$ cat src/rtl/riscv_pkg.sv
// Shared definitions for the memory-stage store path.
//   store_size_e     : 2-bit store size, same encoding as the sel input
//   size_mask()      : byte-enable pattern of a store before lane shifting
//   storebuf_entry_t : one store-buffer entry {doubleword address, lane data, byte mask}
package riscv_pkg;

  typedef enum logic [1:0] {
    SB = 2'b00,
    SH = 2'b01,
    SW = 2'b10,
    SD = 2'b11
  } store_size_e;

  // Entries hold the widest supported address; narrower AW is zero-extended.
  localparam int ENTRY_AW = 64;

  typedef struct packed {
    logic [ENTRY_AW-1:3] dw_addr;
    logic [63:0]         wdata;
    logic [7:0]          mask;
  } storebuf_entry_t;

  function automatic logic [7:0] size_mask(input store_size_e size);
    case (size)
      SB:      return 8'h01;
      SH:      return 8'h03;
      SW:      return 8'h0F;
      default: return 8'hFF;
    endcase
  endfunction

endpackage

$ cat src/rtl/riscv_store_align.sv
// Combinational store lane aligner.
//   size       : store size
//   offset     : address bits [2:0]
//   data       : right-justified store data
//   wdata      : data with unused bytes cleared, shifted into its byte lanes
//   mask       : byte-write enables for the doubleword
//   misaligned : store does not sit on its natural boundary
module riscv_store_align
  import riscv_pkg::*;
(
  input  store_size_e size,
  input  logic [2:0]  offset,
  input  logic [63:0] data,
  output logic [63:0] wdata,
  output logic [7:0]  mask,
  output logic        misaligned
);

  logic [7:0]  smask;
  logic [63:0] data_trim;

  always_comb begin
    smask = size_mask(size);
    data_trim = '0;
    for (int b = 0; b < 8; b++) begin
      data_trim[8*b +: 8] = smask[b] ? data[8*b +: 8] : 8'h00;
    end
    // Misaligned results are never enqueued, so overflow past lane 7 is harmless.
    mask  = smask << offset;
    wdata = data_trim << {offset, 3'b000};
    case (size)
      SB:      misaligned = 1'b0;
      SH:      misaligned = offset[0];
      SW:      misaligned = |offset[1:0];
      default: misaligned = |offset;
    endcase
  end

endmodule

$ cat src/rtl/riscv_storebuf.sv
// Memory-stage store buffer.
//   valid/ready/sel/addr/data : store request in (sel = size)
//   ldvalid/ldaddr, hazard    : doubleword overlap of current load with any pending store
//   misaligned/badaddr        : one-cycle exception pulse and held faulting address
//   mem_valid/ready/addr/wdata/mask : in-order write drain to the dcache
//   empty                     : no pending stores
module riscv_storebuf
  import riscv_pkg::*;
#(
  parameter int DEPTH = 2,
  parameter int AW    = 64
) (
  input  logic          i_riscv_storebuf_clk,
  input  logic          i_riscv_storebuf_rst_n,
  input  logic          i_riscv_storebuf_valid,
  output logic          o_riscv_storebuf_ready,
  input  logic [1:0]    i_riscv_storebuf_sel,
  input  logic [AW-1:0] i_riscv_storebuf_addr,
  input  logic [63:0]   i_riscv_storebuf_data,
  input  logic [AW-1:0] i_riscv_storebuf_ldaddr,
  input  logic          i_riscv_storebuf_ldvalid,
  output logic          o_riscv_storebuf_hazard,
  output logic          o_riscv_storebuf_misaligned,
  output logic [AW-1:0] o_riscv_storebuf_badaddr,
  output logic          o_riscv_storebuf_mem_valid,
  input  logic          i_riscv_storebuf_mem_ready,
  output logic [AW-1:0] o_riscv_storebuf_mem_addr,
  output logic [63:0]   o_riscv_storebuf_mem_wdata,
  output logic [7:0]    o_riscv_storebuf_mem_mask,
  output logic          o_riscv_storebuf_empty
);

  localparam int PW = $clog2(DEPTH);
  localparam int CW = PW + 1;

  logic            clk;
  logic            rst_n;
  assign clk   = i_riscv_storebuf_clk;
  assign rst_n = i_riscv_storebuf_rst_n;

  storebuf_entry_t entries [DEPTH];
  storebuf_entry_t head;
  storebuf_entry_t new_entry;
  logic [PW-1:0]   wr_ptr;
  logic [PW-1:0]   rd_ptr;
  logic [CW-1:0]   count;
  logic [CW-1:0]   count_next;
  logic            empty_q;
  logic            mis_q;
  logic [AW-1:0]   badaddr_q;

  logic [63:0]     addr_ext;
  logic [63:0]     ldaddr_ext;
  logic [63:0]     lane_wdata;
  logic [7:0]      lane_mask;
  logic            mis_req;
  logic            accept;
  logic            enq;
  logic            fault;
  logic            pop;
  logic [PW-1:0]   rel [DEPTH];
  logic [DEPTH-1:0] live;
  logic [DEPTH-1:0] match;

  assign addr_ext   = 64'(i_riscv_storebuf_addr);
  assign ldaddr_ext = 64'(i_riscv_storebuf_ldaddr);

  riscv_store_align u_align (
    .size       (store_size_e'(i_riscv_storebuf_sel)),
    .offset     (i_riscv_storebuf_addr[2:0]),
    .data       (i_riscv_storebuf_data),
    .wdata      (lane_wdata),
    .mask       (lane_mask),
    .misaligned (mis_req)
  );

  assign o_riscv_storebuf_ready     = (count != CW'(DEPTH));
  assign o_riscv_storebuf_mem_valid = (count != '0);

  assign accept = i_riscv_storebuf_valid && o_riscv_storebuf_ready;
  assign enq    = accept && !mis_req;
  assign fault  = accept && mis_req;
  assign pop    = o_riscv_storebuf_mem_valid && i_riscv_storebuf_mem_ready;

  always_comb begin
    new_entry.dw_addr = addr_ext[63:3];
    new_entry.wdata   = lane_wdata;
    new_entry.mask    = lane_mask;
  end

  always_comb begin
    count_next = count;
    case ({enq, pop})
      2'b10:   count_next = count + 1'b1;
      2'b01:   count_next = count - 1'b1;
      default: count_next = count;
    endcase
  end

  always_ff @(posedge clk or negedge rst_n) begin
    if (!rst_n) begin
      wr_ptr    <= '0;
      rd_ptr    <= '0;
      count     <= '0;
      empty_q   <= 1'b1;
      mis_q     <= 1'b0;
      badaddr_q <= '0;
    end else begin
      count   <= count_next;
      empty_q <= (count_next == '0);
      mis_q   <= fault;
      if (enq)   wr_ptr    <= wr_ptr + 1'b1;
      if (pop)   rd_ptr    <= rd_ptr + 1'b1;
      if (fault) badaddr_q <= i_riscv_storebuf_addr;
    end
  end

  // Storage needs no reset: count alone decides which slots are live.
  always_ff @(posedge clk) begin
    if (enq) entries[wr_ptr] <= new_entry;
  end

  assign head = entries[rd_ptr];

  assign o_riscv_storebuf_mem_addr   = AW'({head.dw_addr, 3'b000});
  assign o_riscv_storebuf_mem_wdata  = head.wdata;
  assign o_riscv_storebuf_mem_mask   = head.mask;
  assign o_riscv_storebuf_empty      = empty_q;
  assign o_riscv_storebuf_misaligned = mis_q;
  assign o_riscv_storebuf_badaddr    = badaddr_q;

  // A slot is live when its distance from the head (mod DEPTH) is below count;
  // the head is still live in the cycle it pops.
  always_comb begin
    live  = '0;
    match = '0;
    for (int i = 0; i < DEPTH; i++) begin
      rel[i]   = PW'(i) - rd_ptr;
      live[i]  = ({1'b0, rel[i]} < count);
      match[i] = (entries[i].dw_addr == ldaddr_ext[63:3]);
    end
  end

  assign o_riscv_storebuf_hazard = i_riscv_storebuf_ldvalid && |(live & match);

endmodule

$ cat config.mk
export PLATFORM = sky130hd
export DESIGN_NAME = riscv_storebuf
export DESIGN_NICKNAME = d
export VERILOG_FILES = /design/src/rtl/riscv_pkg.sv /design/src/rtl/riscv_store_align.sv /design/src/rtl/riscv_storebuf.sv
export SDC_FILE = /design/constraint.sdc
export NUM_CORES = 1
export LEC_CHECK = 0
export CORE_MARGIN = 1.5
export CORE_UTILIZATION = 45
export CTS_CLUSTER_DIAMETER = 40
export DETAILED_ROUTE_END_ITERATION = 12
export PLACE_DENSITY = 0.74
export SLEW_MARGIN = 10
export SYNTH_ARGS = -nofsm -noshare
export SYNTH_HDL_FRONTEND = slang
export SYNTH_SLANG_ARGS = --single-unit
$ cat constraint.sdc
create_clock -name i_riscv_storebuf_clk -period 18.72 [get_ports i_riscv_storebuf_clk]
set_input_delay 1.872 -clock i_riscv_storebuf_clk [delete_from_list [all_inputs] [get_ports i_riscv_storebuf_clk]]
set_output_delay 1.872 -clock i_riscv_storebuf_clk [all_outputs]
set_load 0.005 [all_outputs]
==> out/results.ini <==
[power]
peakVddDrop_v = 0.0000874
p_leak_uw = 0.00768
powerDensity_nw_per_um2 = 132

[logic_synthesis]
netlist_area_um2 = 15800
postSynthAreaPerCell_um2 = 14.7
yosysWarnings = 0
ys_seq_area_frac = 0.616
yosys_most_used_dff = edfxtp_1
syn_inst = 1074
ys_ff_latch = 336
synth-async-reset-ratio = 0.208
synth_edf_count = 266
synthDistinctLibCells = 45

[timing]
worst_slew_pin_slew_ps = 1030
final_max_slew_viol_count = 0
hold_viol = 0
fin_crit_ps = 6380
worst_slack_ps = 12340
max_clock_freq_mhz = 157
timing.setup.tns_ps = 0
max_slew_margin = 0.311
rsz0062_at_grt = no
setup_viol = 0
period_share = 0.341
skew_ps = 19.4

[cts]
clock-sinks = 336
post_cts_buffers = 0
cts_tree = built
holdBufCountCts = 0
ctsResizeCount = 0
clkSlewWorstSetupHoldPaths_ps = 50
clockBufferDepth = 3
h-tree-depth = 2
numCtsBuffers = 49
clock_latency_ps = 580
clockRootBuffer = clkbuf_16

[final_layout]
diodes = 0
final_common_cell = clkdlybuf4s50_1
final_cell_mix = clkdlybuf4s50_1 (393), edfxtp_1 (266), mux2_2 (175), xnor2_1 (92), dfrtp_1 (68)
area_growth_pct = 37.4
final_nets = 1673
n_fill_cell = 2646
drive_above_1_share = 0.224

[critical_path]
path_cells = clkdlybuf4s50_1 -> xnor2_1 -> nand4_1 -> nor4_1 -> nand4_1 -> nor4_1 -> o21a_1 -> clkdlybuf4s50_1
crit_arrival_ps = 4500
startpoint_type = primary input
r2r_cells = 5
r2r_end = o_riscv_storebuf_badaddr[46]
cp_num_buf_inv = 2
cp_max_fo = 2
required_ps = 16850
r2r-start = count[0]
r2r_slack_ps = 16080
path_class = in2out
critPathMaxStageDelay_ps = 540
cpLargestDelayFamily = simple AND/OR/NAND/NOR gates
endpoint_kind = output pin
slowest_stage = nor4_1

[die]
core_um2 = 34500
die_h_um = 190
initial_core_util = 0.458
dieArea_um2 = 36300
num_rows = 68
io_pins = 404
die_w_um = 190

[placement]
dp.final_hpwl_um = 33800
place_ws_ps = 12310
gp_congestion = 0.905
port_buffers = 397

[grt]
grt-ovfl-total = 0
antenna_found_initial = 2
grt_pass1_vias = 11000
grt_max_degree = 88
grt_pass1_wl_um = 66900
track_usage = 0.251

[run_status]
status = complete, no violations

[routing]
via_count = 10600
drt-total-wl_um = 46200
wl_per_cell_um = 23.5
drtAntennaViolNets = 0
drt_first_pass_iters = 5
via_per_inst = 5.40
detail_route.iter0.violations = 719
drc = 0

[worst_hold_path]
min_to = o_riscv_storebuf_badaddr[45]
min_from = o_riscv_storebuf_badaddr[45]
holdPathStages = 1
hold_class = reg2reg

[job]
drv_cap = 0

==> report_power, final <==
group / internal, uW / switching (uW) / leakage (uW)
logic: 572 / 372 / 0.00364
registers: 961 / 63.8 / 0.00326
clock network: 560 / 342 / 0.000775
==> cell usage after synthesis, types with 11 or more instances <==
library cell	count	area share
clkbuf_1	16	0.0038
buf_2	27	0.0085
a22oi_1	14	0.0066
xor2_1	35	0.019
edfxtp_1	266	0.51
nand2_1	33	0.0078
mux2_2	175	0.12
dfrtp_1	69	0.11
mux2_4	49	0.047
nor4_1	14	0.0055
o22ai_1	16	0.0063
mux2i_1	16	0.010
nor2_1	50	0.012
nor2b_1	28	0.011
a21oi_1	46	0.015
xnor2_1	92	0.051
nor3_1	11	0.0035
a221oi_1	14	0.0078
nand4_1	24	0.0095
==> kinds of logic (layout without fill, tap and decap cells) <==
family | count (synthesis) | count (layout) | share of synthesized area
compound gates | 112 | 112 | 0.0450
xor+xnor | 127 | 127 | 0.0704
buf+inv | 69 | 505 | 0.0249
flops | 336 | 336 | 0.616
mux | 242 | 242 | 0.183
simple gates | 186 | 186 | 0.0598
other cells | 1 | 3 | 0.000237
fa+ha+maj | 1 | 1 | 0.000791
==> layout make-up <==
| type | count | area [um2] | share of cell area |
|---|---|---|---|
| Sequential cell | 336 | 9740 | 0.448 |
| Multi-Input combinational cell | 671 | 5700 | 0.262 |
| Timing Repair Buffer | 411 | 4060 | 0.187 |
| Clock buffer | 54 | 1260 | 0.0582 |
| Tap cell | 455 | 569 | 0.0262 |
| Clock inverter | 36 | 372 | 0.0171 |
| Inverter | 4 | 15.0 | 0.000691 |
==> worst max-delay path by stage <==
stage	from	slack (ps)	end	depth (start not counted)
3_5_place_dp	i_riscv_storebuf_ldaddr[51]	12310	o_riscv_storebuf_hazard	8
2_1_floorplan	i_riscv_storebuf_addr[0]	10040	entries[0][0]	7
3_3_place_gp	i_riscv_storebuf_ldaddr[51]	12310	o_riscv_storebuf_hazard	8
4_1_cts	i_riscv_storebuf_ldaddr[51]	12310	o_riscv_storebuf_hazard	8
5_1_grt	i_riscv_storebuf_ldaddr[51]	12210	o_riscv_storebuf_hazard	8
6_report	i_riscv_storebuf_ldaddr[51]	12340	o_riscv_storebuf_hazard	8
==> per-stage QoR <==
step / instance area (um2) / utilization / hold WS (ps) / cells / total power, uW
after floorplan: 15800 / - / 468 / 1076 / 1480
after global placement: 20100 / 0.582 / 488 / 1877 / 1980
after detailed placement: 20100 / 0.582 / 491 / 1877 / 1990
after CTS: 21700 / 0.629 / 507 / 1967 / 2900
after global routing: 21700 / 0.629 / 518 / 1967 / 2990
final: 21700 / 0.629 / 503 / 1967 / 2870
==> state kept, by name (all words and copies together), names as in the netlist <==
name                         count
rd_ptr                           1
wr_ptr                           1
count                            2
o_riscv_storebuf_badaddr        64
o_riscv_storebuf_empty           1
entries                        266
o_riscv_storebuf_misaligned      1
==> per-layer routing <==
metal / global-route usage / vias up / wire length [um]
li1: - / 4817 / -
met1: 0.277 / 5262 / 16600
met2: 0.448 / 463 / 23700
met3: 0.0819 / 82 / 4540
met4: 0.0899 / 4 / 1340
met5: 0 / - / 28
==> worst register-to-register path: stages (launching register included) <==
cell and delay [ps]:
dfrtp_1 440, nand2b_1 190, nand2_1 100, nor2_4 480, buf_4 780, mux2_2 540
(Power assumes the default switching activity.)
